$ cat src/rtl/ts_monitor.sv
// Temperature-sensor monitor: 4-tap averaging filter, debounced hot/cold FSM
// with hysteresis, sticky interrupt flags and min/max tracking.
module ts_monitor #(
   parameter int DEB_W = 3
) (
   input  logic             clk,
   input  logic             RSTn,
   input  logic [3:0]       ts_code,
   input  logic             ts_tick,
   input  logic             reg_mon_en,
   input  logic [3:0]       reg_hi_th,
   input  logic [3:0]       reg_lo_th,
   input  logic [1:0]       reg_hyst,
   input  logic [DEB_W-1:0] reg_deb,
   input  logic             irq_clr,
   output logic [3:0]       ts_filt,
   output logic             ts_filt_vld,
   output logic [1:0]       ts_state,
   output logic             ts_hot,
   output logic             ts_cold,
   output logic             irq_hot,
   output logic             irq_cold,
   output logic [3:0]       ts_max,
   output logic [3:0]       ts_min
);

   typedef enum logic [2:0] {
      S_IDLE   = 3'd0,
      S_FILL   = 3'd1,
      S_NORMAL = 3'd2,
      S_HOT    = 3'd3,
      S_COLD   = 3'd4
   } state_t;

   state_t           state, state_nxt;
   logic [3:0]       ent0, ent1, ent2, ent3;
   logic [2:0]       fill;
   logic [DEB_W-1:0] deb_cnt, deb_nxt;
   logic             deb_dir, dir_nxt;
   logic             set_hot, set_cold;

   logic             tick_ok;
   logic [5:0]       sum;
   logic [3:0]       filt_new;
   logic [DEB_W-1:0] deb_req, deb_inc, deb_one, hot_run, cold_run;
   logic [3:0]       hot_exit_th, cold_exit_th;
   logic [4:0]       cold_sum;
   logic             hot_q, cold_q;

   assign tick_ok  = ts_tick && reg_mon_en && (state != S_IDLE);
   assign sum      = {2'b00, ts_code} + {2'b00, ent0} + {2'b00, ent1} + {2'b00, ent2};
   assign filt_new = 4'(sum >> 2);

   assign deb_one  = DEB_W'(1);
   assign deb_req  = (reg_deb == '0) ? deb_one : reg_deb;
   assign deb_inc  = (deb_cnt == '1) ? deb_cnt : deb_cnt + deb_one;
   // deb_dir remembers which direction is being counted in NORMAL (1 = cold)
   assign hot_run  = deb_dir ? deb_one : deb_inc;
   assign cold_run = deb_dir ? deb_inc : deb_one;

   assign hot_exit_th  = (reg_hi_th > {2'b00, reg_hyst}) ? reg_hi_th - {2'b00, reg_hyst} : 4'd0;
   assign cold_sum     = {1'b0, reg_lo_th} + {3'b000, reg_hyst};
   assign cold_exit_th = cold_sum[4] ? 4'hF : cold_sum[3:0];

   assign hot_q  = (ts_filt >= reg_hi_th);
   assign cold_q = !hot_q && (ts_filt <= reg_lo_th);

   always_ff @(posedge clk or negedge RSTn) begin
      if (!RSTn) begin
         state   <= S_IDLE;
         deb_cnt <= '0;
         deb_dir <= 1'b0;
      end else begin
         state   <= state_nxt;
         deb_cnt <= deb_nxt;
         deb_dir <= dir_nxt;
      end
   end

   always_comb begin
      state_nxt = state;
      deb_nxt   = deb_cnt;
      dir_nxt   = deb_dir;
      set_hot   = 1'b0;
      set_cold  = 1'b0;
      if (!reg_mon_en) begin
         state_nxt = S_IDLE;
         deb_nxt   = '0;
         dir_nxt   = 1'b0;
      end else begin
         case (state)
            S_IDLE: begin
               state_nxt = S_FILL;
               deb_nxt   = '0;
               dir_nxt   = 1'b0;
            end
            S_FILL: begin
               if (tick_ok && fill >= 3'd3) state_nxt = S_NORMAL;
            end
            S_NORMAL: begin
               if (ts_filt_vld) begin
                  if (hot_q) begin
                     dir_nxt = 1'b0;
                     if (hot_run >= deb_req) begin
                        state_nxt = S_HOT;
                        deb_nxt   = '0;
                        set_hot   = 1'b1;
                     end else begin
                        deb_nxt = hot_run;
                     end
                  end else if (cold_q) begin
                     if (cold_run >= deb_req) begin
                        state_nxt = S_COLD;
                        deb_nxt   = '0;
                        dir_nxt   = 1'b0;
                        set_cold  = 1'b1;
                     end else begin
                        deb_nxt = cold_run;
                        dir_nxt = 1'b1;
                     end
                  end else begin
                     deb_nxt = '0;
                  end
               end
            end
            S_HOT: begin
               if (ts_filt_vld) begin
                  if (ts_filt < hot_exit_th) begin
                     if (deb_inc >= deb_req) begin
                        state_nxt = S_NORMAL;
                        deb_nxt   = '0;
                     end else begin
                        deb_nxt = deb_inc;
                     end
                  end else begin
                     deb_nxt = '0;
                  end
               end
            end
            S_COLD: begin
               if (ts_filt_vld) begin
                  if (ts_filt > cold_exit_th) begin
                     if (deb_inc >= deb_req) begin
                        state_nxt = S_NORMAL;
                        deb_nxt   = '0;
                     end else begin
                        deb_nxt = deb_inc;
                     end
                  end else begin
                     deb_nxt = '0;
                  end
               end
            end
            default: state_nxt = S_IDLE;
         endcase
      end
   end

   // Filter, fill counter, extremes and sticky flags; entering FILL restarts the history
   always_ff @(posedge clk or negedge RSTn) begin
      if (!RSTn) begin
         ent0        <= '0;
         ent1        <= '0;
         ent2        <= '0;
         ent3        <= '0;
         fill        <= '0;
         ts_filt     <= '0;
         ts_filt_vld <= 1'b0;
         ts_max      <= 4'd0;
         ts_min      <= 4'd15;
         irq_hot     <= 1'b0;
         irq_cold    <= 1'b0;
      end else begin
         ts_filt_vld <= 1'b0;
         irq_hot     <= set_hot  | (irq_hot  & ~irq_clr);
         irq_cold    <= set_cold | (irq_cold & ~irq_clr);
         if (!reg_mon_en) begin
            fill <= '0;
         end else if (state == S_IDLE) begin
            ent0   <= '0;
            ent1   <= '0;
            ent2   <= '0;
            ent3   <= '0;
            fill   <= '0;
            ts_max <= 4'd0;
            ts_min <= 4'd15;
         end else begin
            if (tick_ok) begin
               ent0        <= ts_code;
               ent1        <= ent0;
               ent2        <= ent1;
               ent3        <= ent2;
               ts_filt     <= filt_new;
               ts_filt_vld <= (fill >= 3'd3);
               if (fill != 3'd4) fill <= fill + 3'd1;
            end
            if (ts_filt_vld) begin
               if (ts_filt > ts_max) ts_max <= ts_filt;
               if (ts_filt < ts_min) ts_min <= ts_filt;
            end
         end
      end
   end

   assign ts_hot  = (state == S_HOT);
   assign ts_cold = (state == S_COLD);

   always_comb begin
      case (state)
         S_IDLE:  ts_state = 2'b00;
         S_FILL:  ts_state = 2'b01;
         default: ts_state = 2'b10;
      endcase
   end

endmodule

$ cat config.mk
export PLATFORM = sky130hd
export DESIGN_NAME = ts_monitor
export DESIGN_NICKNAME = d
export VERILOG_FILES = /design/src/rtl/ts_monitor.sv
export SDC_FILE = /design/constraint.sdc
export NUM_CORES = 1
export LEC_CHECK = 0
export BUFFER_PORTS_ARGS = -buffer_cell sky130_fd_sc_hd__buf_2
export CAP_MARGIN = 5
export CORE_MARGIN = 2
export CORE_UTILIZATION = 50
export CTS_CLUSTER_SIZE = 14
export DETAILED_ROUTE_END_ITERATION = 6
export PLACE_DENSITY = 0.75
export SYNTH_ARGS = -nofsm -noshare
export SYNTH_HDL_FRONTEND = slang
export SYNTH_SLANG_ARGS = --single-unit
$ cat constraint.sdc
create_clock -name clk -period 3.2 [get_ports clk]
set_input_delay 0.32 -clock clk [delete_from_list [all_inputs] [get_ports clk]]
set_output_delay 0.32 -clock clk [all_outputs]
set_load 0.01 [all_outputs]
==> impl_metrics.toml <==
[outcome]
status = "finished, final reports clean"

[drt]
viasPerCell = 5.72
drtIter0Drc = 89
drtAntennaViolNets = 0
drt_pass1_iterations = 4
num_vias = 2549
drc = 0
wl_per_cell_um = 15.5
wirelength_um = 6900

[placement]
placed_area_um2 = 3360
io_buffers = 40
hpwl_um = 5390
routabilityCongestion = 0.860

[yosys]
synthCells = 329
synthTopCellsByArea = "dfrtp_1, ha_1, fa_1"
synth_edf_count = 0
synth_fp_nets = 403
ys_async_sr_fraction = 1.00
yosysMostFrequentCell = "ha_1"
synth_compound_area_frac = 0.232
yosys.area.top_type_share = 0.267
ys.flop_type = "dfrtp_1"
ys.warnings.count = 0
synth_top_family_by_area = "adder cells"
synthSimpleGateAreaFrac = 0.142
synth-seq-area-share = 0.301
ys_ff_latch = 37
yosysUniqueCellTypes = 60
synth_mux_area_frac = 0.0101
synth_area_um2 = 3100
yosys-top-cells-count = "ha_1, inv_1, dfrtp_1"
synth-xor-area-share = 0.0141
synth_top_area_cell = "dfrtp_1"
synth_fa_ha_area_frac = 0.234
syn_area_per_cell_um2 = 9.41

[timing]
skew_ns = 0.00472
hold_violations = 0
finalCritPeriodShare = 0.922
max_freq_mhz = 339
setup_viol_count_final = 0
rsz0062_at_grt = "no"
finalSetupTns_ns = 0
period_minus_slack_ns = 2.95
worst-slew-pin-transition_ns = 0.855
slew_headroom = 0.430
slew_viol_final = 0

[flow_run]
drv_cap = 0

[power_and_ir_drop]
pwr_density_cell_nw_per_um2 = 545
ir_drop_uv = 374
power_uw = 1880
power_leakage_uw = 0.00176

[global_route]
grt_remaining_overflow = 0
antenna_found_initial = 0
grt_max_degree = 38
grt_pass1_vias = 2497
grt_usage = 0.217
grt_pass1_wl_um = 11200

[finish]
layout.nets = 444
syn_to_final_growth_pct = 11.5
post_route_cells_drive_above_1_share = 0.175
post-route-cell-area_um2 = 3450
multi_input_area_um2 = 1960
register_area_um2 = 931
fillerInstances = 548
antenna_cells = 0

[hold_path]
hp-class = "in -> async"

[clock_tree]
cts_max_path_buffers = 2
cts_resized = 0
postCtsSetupRepairBufs = 0
cts_inserted_buffers = 5
h-tree-depth = 2
clk_latency_ns = 0.30
clock_sinks = 37
cts_tree = "yes"
holdBufCountCts = 0
clk_pin_slew_worst_paths_ns = 0.08
clockRootBuffer = "clkbuf_8"

[worst_setup_path]
reg2reg_depth = 11
critical_path_class = "reg -> reg"
crit_path_end_kind = "flop"
required_ns = 3.44
cp-start-kind = "flop"
worstPathArrival_ns = 3.19
crit_path_max_fanout = 4

[floorplanning]
die_w_um = 82.7
rows = 28
die_h_um = 82.7
start_util = 0.520
io_pins = 41
die-area_um2 = 6840
core_area_um2 = 5960
-- worst max-delay path, stage by stage, from the launching register on --
cell and delay (ns):
dfrtp_1 0.43, ha_1 0.25, nand2_1 0.12, xor2_1 0.34, inv_1 0.13, ha_1 0.22
nor2b_1 0.12, o21ai_0 0.28, a31oi_1 0.17, o21bai_1 0.23, or4_1 0.54, nand2_1 0.07
-- path summary, 6_finish.rpt --
check	start	slack, ns	to
setup / recovery	deb_cnt[0]$_DFFE_PN0P_	0.25	state[1]$_DFFE_PN0P_
hold / removal	RSTn	0.12	ent1[1]$_DFFE_PN0P_
setup reg to reg	deb_cnt[0]$_DFFE_PN0P_	0.25	state[1]$_DFFE_PN0P_
hold reg to reg	ent1[0]$_DFFE_PN0P_	0.49	ent1[0]$_DFFE_PN0P_
max in group asynchronous	RSTn	2.53	ts_filt_vld$_DFF_PN0_
min in group clk	irq_clr	0.22	irq_cold$_DFF_PN0_
-- area by class of cell --
class                   instances  share of cell area
inverters                      41              0.0446
multi-input cells             242               0.568
well taps                      75              0.0272
clock buffers                   5              0.0199
flip-flops and latches         37               0.270
repair buffers                 43              0.0645
clock inverters                 3             0.00616
-- logic make-up (layout without fill, tap and decap cells) --
kind of cell | Yosys count | after routing
AO/OA/AOI/OAI | 95 | 95
flip-flops | 37 | 37
XOR/XNOR | 5 | 5
AND/OR/NAND/NOR | 87 | 87
multiplexers | 3 | 3
buffers and inverters | 50 | 92
adder cells (fa/ha/maj) | 52 | 52
-- state kept, by name (all words and copies together) (netlist names), 3 cells and up --
register  cells
ts_max        4
ent0          4
fill          3
ent2          4
ent1          4
ts_min        4
state         3
deb_cnt       3
ts_filt       4
-- where the power goes --
part	switching (µW)	internal, µW
Sequential	141	520
Combinational	503	379
Clock	182	154
Total	826	1050
-- cells in the final DEF (no fill, tap or decap), types with 4 or more instances in the layout --
master,n
o21ai_0,20
buf_2,40
a22o_1,13
nor3_1,5
and2_1,4
dfrtp_1,33
nand3_1,5
a211oi_1,4
a21oi_1,16
ha_1,42
o21bai_1,4
nand2b_1,6
clkbuf_8,5
dfstp_2,4
inv_1,41
nor2b_1,10
nand2_1,25
fa_1,10
nor2_1,20
o22a_1,5
-- per-layer routing --
metal / wire (µm) / vias to the layer above / global-route usage
li1: - / 1257 / -
met1: 3220 / 1225 / 0.281
met2: 3270 / 58 / 0.367
met3: 289 / 9 / 0.0413
met4: 116 / 0 / 0.0705
met5: 0 / - / 0
-- metrics by stage --
step           worst slack (ns)  utilization  hold slack [ns]  cells
6_report                  0.251        0.580            0.125    446
5_1_grt                   0.116        0.580            0.191    446
4_1_cts                   0.270        0.580            0.142    446
3_5_place_dp             0.0533        0.564            0.467    438
3_3_place_gp              0.161        0.564            0.462    438
2_1_floorplan             0.376            -           0.0244    329
No activity file was read; power rests on OpenSTA's default activity.
